--- config.mk ---
export PLATFORM = sky130hd
export DESIGN_NAME = imm_ext_pipe
export DESIGN_NICKNAME = d
export VERILOG_FILES = /design/src/rtl/imm_ext_pipe.sv
export SDC_FILE = /design/constraint.sdc
export NUM_CORES = 1
export LEC_CHECK = 0
export CAP_MARGIN = 20
export CORE_UTILIZATION = 48
export DETAILED_ROUTE_END_ITERATION = 12
export GPL_ROUTABILITY_DRIVEN = 1
export HOLD_SLACK_MARGIN = 0.05
export PLACE_DENSITY = 0.77
export SKIP_CTS_REPAIR_TIMING = 1
export SKIP_LAST_GASP = 1
export SYNTH_ARGS = -nofsm -noshare
export SYNTH_HDL_FRONTEND = slang
export SYNTH_SLANG_ARGS = --single-unit
--- constraint.sdc ---
create_clock -name clk -period 2.5 [get_ports clk]
set_input_delay 0.5 -clock clk [delete_from_list [all_inputs] [get_ports clk]]
set_output_delay 0.5 -clock clk [all_outputs]
set_load 0.05 [all_outputs]
--- src/rtl/imm_ext_pipe.sv ---
// Pipelined immediate extender with a 2-entry (main + skid) output buffer.
// Optional performance counters are enabled by defining IMM_EXT_PERF_EN.
module imm_ext_pipe #(
  parameter int IMM_W  = 16,
  parameter int DATA_W = 32,
  parameter int SHL    = 2,
  parameter int TAG_W  = 5
) (
  input  logic              clk,
  input  logic              reset,
  input  logic              in_valid,
  output logic              in_ready,
  input  logic [IMM_W-1:0]  in_imm,
  input  logic [2:0]        in_mode,
  input  logic [TAG_W-1:0]  in_tag,
  output logic              out_valid,
  input  logic              out_ready,
  output logic [DATA_W-1:0] out_data,
  output logic [TAG_W-1:0]  out_tag,
  output logic              out_err
`ifdef IMM_EXT_PERF_EN
  ,
  input  logic              perf_clr,
  output logic [31:0]       perf_ops,
  output logic [31:0]       perf_stall
`endif
);

  localparam int EXT_W = DATA_W - IMM_W;

  function automatic logic [DATA_W-1:0] extend(input logic [IMM_W-1:0] f,
                                               input logic [2:0]       mode);
    logic [DATA_W-1:0] sx;
    sx = {{EXT_W{f[IMM_W-1]}}, f};
    case (mode)
      3'b000:  extend = sx;
      3'b001:  extend = {{EXT_W{1'b0}}, f};
      3'b010:  extend = {f, {EXT_W{1'b0}}};
      3'b011:  extend = sx << SHL;
      3'b100:  extend = {{EXT_W{1'b1}}, f};
      default: extend = {DATA_W{1'b0}};
    endcase
  endfunction

  logic              m_valid_q, m_valid_d;
  logic [DATA_W-1:0] m_data_q,  m_data_d;
  logic [TAG_W-1:0]  m_tag_q,   m_tag_d;
  logic              m_err_q,   m_err_d;
  logic              k_valid_q, k_valid_d;
  logic [DATA_W-1:0] k_data_q,  k_data_d;
  logic [TAG_W-1:0]  k_tag_q,   k_tag_d;
  logic              k_err_q,   k_err_d;
  logic              rdy_q;

  logic              acc;
  logic              pop;
  logic [DATA_W-1:0] ext_data;
  logic              ext_err;

  assign acc      = in_valid & rdy_q;
  assign pop      = m_valid_q & out_ready;
  assign ext_data = extend(in_imm, in_mode);
  assign ext_err  = (in_mode > 3'b100);

  // Next-state of main and skid entries; the skid only fills while main is stalled.
  always_comb begin
    m_valid_d = m_valid_q;
    m_data_d  = m_data_q;
    m_tag_d   = m_tag_q;
    m_err_d   = m_err_q;
    k_valid_d = k_valid_q;
    k_data_d  = k_data_q;
    k_tag_d   = k_tag_q;
    k_err_d   = k_err_q;
    if (!m_valid_q) begin
      if (acc) begin
        m_valid_d = 1'b1;
        m_data_d  = ext_data;
        m_tag_d   = in_tag;
        m_err_d   = ext_err;
      end else begin
        m_valid_d = 1'b0;
      end
    end else if (pop) begin
      if (k_valid_q) begin
        m_data_d  = k_data_q;
        m_tag_d   = k_tag_q;
        m_err_d   = k_err_q;
        k_valid_d = 1'b0;
      end else if (acc) begin
        m_data_d  = ext_data;
        m_tag_d   = in_tag;
        m_err_d   = ext_err;
      end else begin
        m_valid_d = 1'b0;
      end
    end else begin
      if (acc) begin
        k_valid_d = 1'b1;
        k_data_d  = ext_data;
        k_tag_d   = in_tag;
        k_err_d   = ext_err;
      end else begin
        k_valid_d = k_valid_q;
      end
    end
  end

  // Buffer state; in_ready is registered as the complement of the next skid valid.
  always_ff @(posedge clk or posedge reset) begin
    if (reset) begin
      m_valid_q <= 1'b0;
      m_data_q  <= {DATA_W{1'b0}};
      m_tag_q   <= {TAG_W{1'b0}};
      m_err_q   <= 1'b0;
      k_valid_q <= 1'b0;
      k_data_q  <= {DATA_W{1'b0}};
      k_tag_q   <= {TAG_W{1'b0}};
      k_err_q   <= 1'b0;
      rdy_q     <= 1'b1;
    end else begin
      m_valid_q <= m_valid_d;
      m_data_q  <= m_data_d;
      m_tag_q   <= m_tag_d;
      m_err_q   <= m_err_d;
      k_valid_q <= k_valid_d;
      k_data_q  <= k_data_d;
      k_tag_q   <= k_tag_d;
      k_err_q   <= k_err_d;
      rdy_q     <= ~k_valid_d;
    end
  end

  assign in_ready  = rdy_q;
  assign out_valid = m_valid_q;
  assign out_data  = m_data_q;
  assign out_tag   = m_tag_q;
  assign out_err   = m_err_q;

`ifdef IMM_EXT_PERF_EN
  logic [31:0] ops_q;
  logic [31:0] stall_q;

  // Accept and stall counters; a clear wins over a same-cycle increment.
  always_ff @(posedge clk or posedge reset) begin
    if (reset) begin
      ops_q   <= 32'd0;
      stall_q <= 32'd0;
    end else if (perf_clr) begin
      ops_q   <= 32'd0;
      stall_q <= 32'd0;
    end else begin
      if (acc) begin
        ops_q <= ops_q + 32'd1;
      end
      if (m_valid_q && !out_ready) begin
        stall_q <= stall_q + 32'd1;
      end
    end
  end

  assign perf_ops   = ops_q;
  assign perf_stall = stall_q;
`endif

endmodule

==> results of run 1 <==
[sequential cells by signal (all words and copies together) (netlist names)]
signal and count:
k_valid_q 1, out_data 32, k_err_q 1, in_ready 1, out_valid 1, out_err 1
k_tag_q 5, out_tag 5, k_data_q 32
[power by group]
part	internal [mW]	switching (mW)
Sequential	1.89	0.394
Clock	0.471	0.505
Combinational	1.29	2.13
Total	3.65	3.02
[routing by layer]
metal  track usage  part of all wire  up-vias
met2         0.402              0.47      142
li1              -                 -     1571
met1         0.365              0.46     1704
met3        0.0385             0.055       15
met5             0                 0        -
met4        0.0926             0.015        0
[layout make-up]
cell class,instances,area (um^2)
Clock buffer,9,124
Clock inverter,7,81.3
Inverter,5,22.5
Tap cell,102,128
Sequential cell,79,1980
Multi-Input combinational cell,262,1640
Fill cell,615,2840
Timing Repair Buffer,91,913
[cells by family (layout without fill, tap and decap cells)]
group           count (synthesis)  count (layout)  share of synthesized area
compound gates                166             166                      0.302
simple gates                   81              81                     0.0876
flops                          79              79                      0.517
buf+inv                        42             112                     0.0542
mux                            15              15                     0.0392
[worst register-to-register path, delay by kind of cell (launching register included)]
family	cells	cell delay [ns]
simple gates	2	0.77
flops	1	0.60
buf+inv	1	0.25
compound gates	2	0.25
[cells in the mapped netlist (all sizes together)]
cell type / n
mux2i: 15
o22ai: 37
nand2: 53
a22o: 30
a32o: 14
dfstp: 1
nor2b: 1
a31oi: 1
o21ai: 32
buf: 18
inv: 5
o22a: 1
or3: 1
or2: 1
a21o: 1
nor3: 1
clkbuf: 19
and2: 3
nand2b: 2
a221o: 15
a21oi: 35
dfrtp: 78
nand3: 2
nor2: 17
[cells in the final DEF (no fill, tap or decap), drive strengths merged]
cell / Yosys / final
a21o: 1 / 1
a21oi: 35 / 35
a221o: 15 / 15
a22o: 30 / 30
a31oi: 1 / 1
a32o: 14 / 14
and2: 3 / 3
buf: 18 / 24
bufinv: 0 / 1
clkbuf: 19 / 9
clkdlybuf4s50: 0 / 67
clkinv: 0 / 4
clkinvlp: 0 / 2
dfrtp: 78 / 78
dfstp: 1 / 1
inv: 5 / 5
mux2i: 15 / 15
nand2: 53 / 53
nand2b: 2 / 2
nand3: 2 / 2
nor2: 17 / 17
nor2b: 1 / 1
nor3: 1 / 1
o21ai: 32 / 32
o22a: 1 / 1
o22ai: 37 / 37
or2: 1 / 1
or3: 1 / 1
[per-stage QoR]
step           power (mW)  area [um^2]  utilization  worst slack (ns)
6_report             6.67         4890        0.633             0.156
3_5_place_dp         5.70         4680        0.606             0.177
3_3_place_gp         5.60         4680        0.606             0.206
2_1_floorplan        4.56         3830            -             0.638
5_1_grt              7.04         4890        0.633            0.0933
4_1_cts              6.68         4890        0.633             0.154
[final timing paths]
path                                       endpoint  slack (ns)  depth (start not counted)
setup reg to reg            out_data[6]$_DFFE_PP0P_        0.50                          5
setup / recovery                          out_valid        0.16                          1
hold reg to reg              k_tag_q[0]$_DFFE_PP0P_        0.49                          2
hold / removal             out_data[25]$_DFFE_PP0P_        0.42                          2
max in group asynchronous   out_data[5]$_DFFE_PP0P_        1.51                          3
min in group clk             k_tag_q[0]$_DFFE_PP0P_        0.49                          2
==> flow_metrics.tcl, run 1 <==
set metrics [dict create \
    htreeDepth 3 \
    worstPathMaxFanout 12 \
    post-route-period-util 0.937 \
    crit_arrival_ns 1.84 \
    crit_path_top_delay_cell "clkdlybuf4s50_1" \
    ioPinCount 68 \
    synth_area_um2 3830 \
    rsz0062_at_grt "false" \
    die_x_um 91.3 \
    syn_nets 411 \
    peakVddDrop_mv 0.749 \
    ant_nets 0 \
    relSlewSlack 0.446 \
    num_rows 32 \
    yosys_warnings 0 \
    drtPass1Iterations 5 \
    crit_chain "clkdlybuf4s50_1" \
    power_density_nw_per_um2 1360 \
    leakagePower_nw 2.13 \
    synth_cells 383 \
    synth.distinct_cells 31 \
    cts_tree "done" \
    min_path_type "in -> async" \
    yosysTopAreaCell "dfrtp_1" \
    drc 0 \
    report.final.slew_viol_count 0 \
    cts_buffer_depth 2 \
    finalSetupViolations 0 \
    area_growth_pct 27.7 \
    n_antenna_cell 0 \
    cp_top_family "buffers and inverters" \
    wl_per_cell_um 18.0 \
    path_clk_slew_ns 0.09 \
    dr.first_iter.drc_count 243 \
    skew_ns 0.00641 \
    holdWs_ns 0.420 \
    insertion_delay_ns 0.36 \
    ys_ff_latch 79 \
    yosysTopAreaCellShare 0.510 \
    stdcell_count 555 \
    track_usage 0.257 \
    fmax_mhz 427 \
    grt_overflow 0 \
    antenna_found_initial 0 \
    drv_cap 0 \
    globalplace.congestion 0.835 \
    root_buffer "clkbuf_8" \
    dpl.hpwl_um 6860 \
    design.die.area_um2 8340 \
    cp.required_ns 2.00 \
    worst-setup-path-type "reg -> out" \
    placed_cells 539 \
    setup_tns_ns 0 \
    startpoint "out_valid$_DFF_PP0_" \
    layout-drive-gt1-share 0.102 \
    tightest_slew_ns 0.828 \
    finalCriticalPeriod_ns 2.34 \
    io_buffers 67 \
    yosysSeqAreaShare 0.517 \
    vias_per_cell 6.18 \
    cp-start-kind "flip-flop" \
    ys_top_cells_by_area "dfrtp_1 (51%), a22o_1 (6.9%), o22ai_1 (6.0%), nand2_1 (5.2%), a21oi_1 (4.3%)" \
    cts_buffers 9 \
    hold_viol_final 0 \
    drt-total-wl_um 9970 \
    syn_area_per_cell_um2 10.0 \
    fp.dieH_um 91.3 \
    start_util 0.495 \
    nets 476 \
    cts.sinks 79 \
    worst_setup_path_end_kind "primary output" \
    path_buf_inv 1 \
    core_region_area_um2 7730 \
    grt_pass1_vias 3271 \
    vias 3432 \
    crit-reg2reg-launch "out_valid$_DFF_PP0_" \
    grt_max_degree 55 \
    grt_pass1_wl_um 16700 \
    cpPeakStageDelay_ns 0.89 \
    status "finished, final reports clean" \
]
Note: power is estimated with default switching activity, not from simulation.
==> run 2, diff against run 1 <==
--- a/config.mk
+++ b/config.mk
@@ -7,10 +7,12 @@
 export LEC_CHECK = 0
 export CAP_MARGIN = 20
 export CORE_UTILIZATION = 48
+export CTS_CLUSTER_DIAMETER = 50
 export DETAILED_ROUTE_END_ITERATION = 12
 export GPL_ROUTABILITY_DRIVEN = 1
 export HOLD_SLACK_MARGIN = 0.05
 export PLACE_DENSITY = 0.77
+export RECOVER_POWER = 100
 export SKIP_CTS_REPAIR_TIMING = 1
 export SKIP_LAST_GASP = 1
 export SYNTH_ARGS = -nofsm -noshare
==> flow_metrics.tcl, run 2 (synthesis gave the netlist of run 1 again) <==
set metrics [dict create \
    status "finished, final reports clean" \
    report.final.slew_viol_count 0 \
    cts.sinks 79 \
    crit_arrival_ns 1.89 \
    cp.required_ns 2.00 \
    cp_top_family "buffers and inverters" \
    peakVddDrop_mv 0.732 \
    worst-setup-path-type "reg -> out" \
    num_rows 32 \
    cp-start-kind "flip-flop" \
    final_cell_mix "dfrtp_1 (78), nand2_1 (53), dlygate4sd3_1 (42), o22ai_1 (37), a21oi_1 (34)" \
    leakagePower_nw 2.10 \
    fin_ws_ns 0.112 \
    grt_max_degree 55 \
    drv_cap 0 \
    power_switching_mw 3.00 \
    p_sw_frac 0.462 \
    worstPathMaxFanout 12 \
    track_usage 0.257 \
    ioPinCount 68 \
    grt_pass1_wl_um 16700 \
    final_common_cell "dfrtp_1" \
    power_density_nw_per_um2 1350 \
    hold_viol_final 0 \
    min_path_type "reg -> reg" \
    globalplace.congestion 0.835 \
    ant_nets 0 \
    setup_tns_ns 0 \
    critical_path_depth 1 \
    drt-total-wl_um 10000 \
    insertion_delay_ns 0.36 \
    fp.dieH_um 91.3 \
    cts_buffer_depth 2 \
    stdcell_count 555 \
    holdWs_ns 0.486 \
    start_util 0.495 \
    placed_cells 539 \
    root_buffer "clkbuf_8" \
    post-route-period-util 0.955 \
    skew_ns 0.00698 \
    crit_chain "dlygate4sd3_1" \
    core_region_area_um2 7730 \
    n_antenna_cell 0 \
    vias_per_cell 6.14 \
    worst_setup_path_end_kind "primary output" \
    dr.first_iter.drc_count 233 \
    drc 0 \
    vias 3410 \
    htreeDepth 3 \
    p_clk_frac 0.150 \
    path_buf_inv 1 \
    dp_slack_ns 0.177 \
    r2r.worst_path.cells 6 \
    rsz0062_at_grt "false" \
    whs_path_depth 2 \
    cpPeakStageDelay_ns 0.93 \
    layout-drive-gt1-share 0.0861 \
    relSlewSlack 0.148 \
    design.die.area_um2 8340 \
    grt_overflow 0 \
    finalCriticalPeriod_ns 2.39 \
    finalSetupViolations 0 \
    dpl.hpwl_um 6860 \
    wl_per_cell_um 18.0 \
    drtPass1Iterations 5 \
    io_buffers 67 \
    antenna_found_initial 0 \
    total_power_mw 6.49 \
    p_int_mw 3.49 \
    crit_path_top_delay_cell "dlygate4sd3_1" \
    p_comb_frac 0.500 \
    nets 476 \
    grt_pass1_vias 3271 \
    cts_buffers 9 \
    cts_tree "done" \
    path_clk_slew_ns 0.09 \
    tightest_slew_ns 1.28 \
    die_x_um 91.3 \
    area_growth_pct 25.6 \
    p_seq_frac 0.349 \
    fmax_mhz 419 \
]
run 2: changes by cell type in the layout (fill, tap and decap cells not counted), moves of 2 or more:
cell             previous run  this run
buf_12                      5         2
buf_4                      19        13
clkbuf_1                    0         6
clkbuf_2                    0         2
clkdlybuf4s50_1            67        25
dlygate4sd3_1               0        42
run 2: worst paths after layout:
| check | startpoint | to | slack, ns |
|---|---|---|---|
| min reg2reg | k_tag_q[0]$_DFFE_PP0P_ | k_tag_q[0]$_DFFE_PP0P_ | 0.49 |
| max | out_valid$_DFF_PP0_ | out_valid | 0.11 |
| max reg2reg | out_valid$_DFF_PP0_ | out_data[6]$_DFFE_PP0P_ | 0.23 |
| max in group asynchronous | reset | out_data[5]$_DFFE_PP0P_ | 0.44 |
| min | k_tag_q[0]$_DFFE_PP0P_ | k_tag_q[0]$_DFFE_PP0P_ | 0.49 |
| min in group asynchronous | reset | out_data[25]$_DFFE_PP0P_ | 0.56 |
run 2: power groups by stage:
| stage | combinational (mW) | clock [mW] | sequential, mW |
|---|---|---|---|
| 2_1_floorplan | 1.28 | 0 | 3.28 |
| 3_3_place_gp | 3.33 | 0 | 2.27 |
| 3_5_place_dp | 3.40 | 0 | 2.30 |
| 4_1_cts | 3.42 | 0.989 | 2.27 |
| 5_1_grt | 3.46 | 1.05 | 2.35 |
| 6_report | 3.25 | 0.975 | 2.27 |
run 2: metal layers:
metal	track usage	part of all wire	vias to the layer above
li1	-	-	1575
met1	0.365	0.45	1680
met2	0.402	0.48	138
met3	0.0385	0.051	17
met4	0.0926	0.017	0
met5	0	0	-
run 2: final cells by class:
cell class,count,area (um^2)
well taps,102,128
repair buffers,91,846
inverters,5,20.0
clock buffers,9,124
flip-flops and latches,79,1980
fillers,632,2920
multi-input cells,262,1630
clock inverters,7,81.3
run 2: worst reg2reg max path, stage by stage (launching register included):
cell,delay [ns]
dfrtp_1,0.60
clkbuf_1,0.44
nand2_1,0.22
a21oi_1,0.21
clkbuf_2,0.41
o22ai_1,0.17
a21oi_1,0.15
run 2: stage by stage:
stage | util | area (um^2)
final | 0.622 | 4810
after global routing | 0.622 | 4810
after CTS | 0.633 | 4890
after detailed placement | 0.606 | 4680
after global placement | 0.606 | 4680
after floorplan | - | 3830
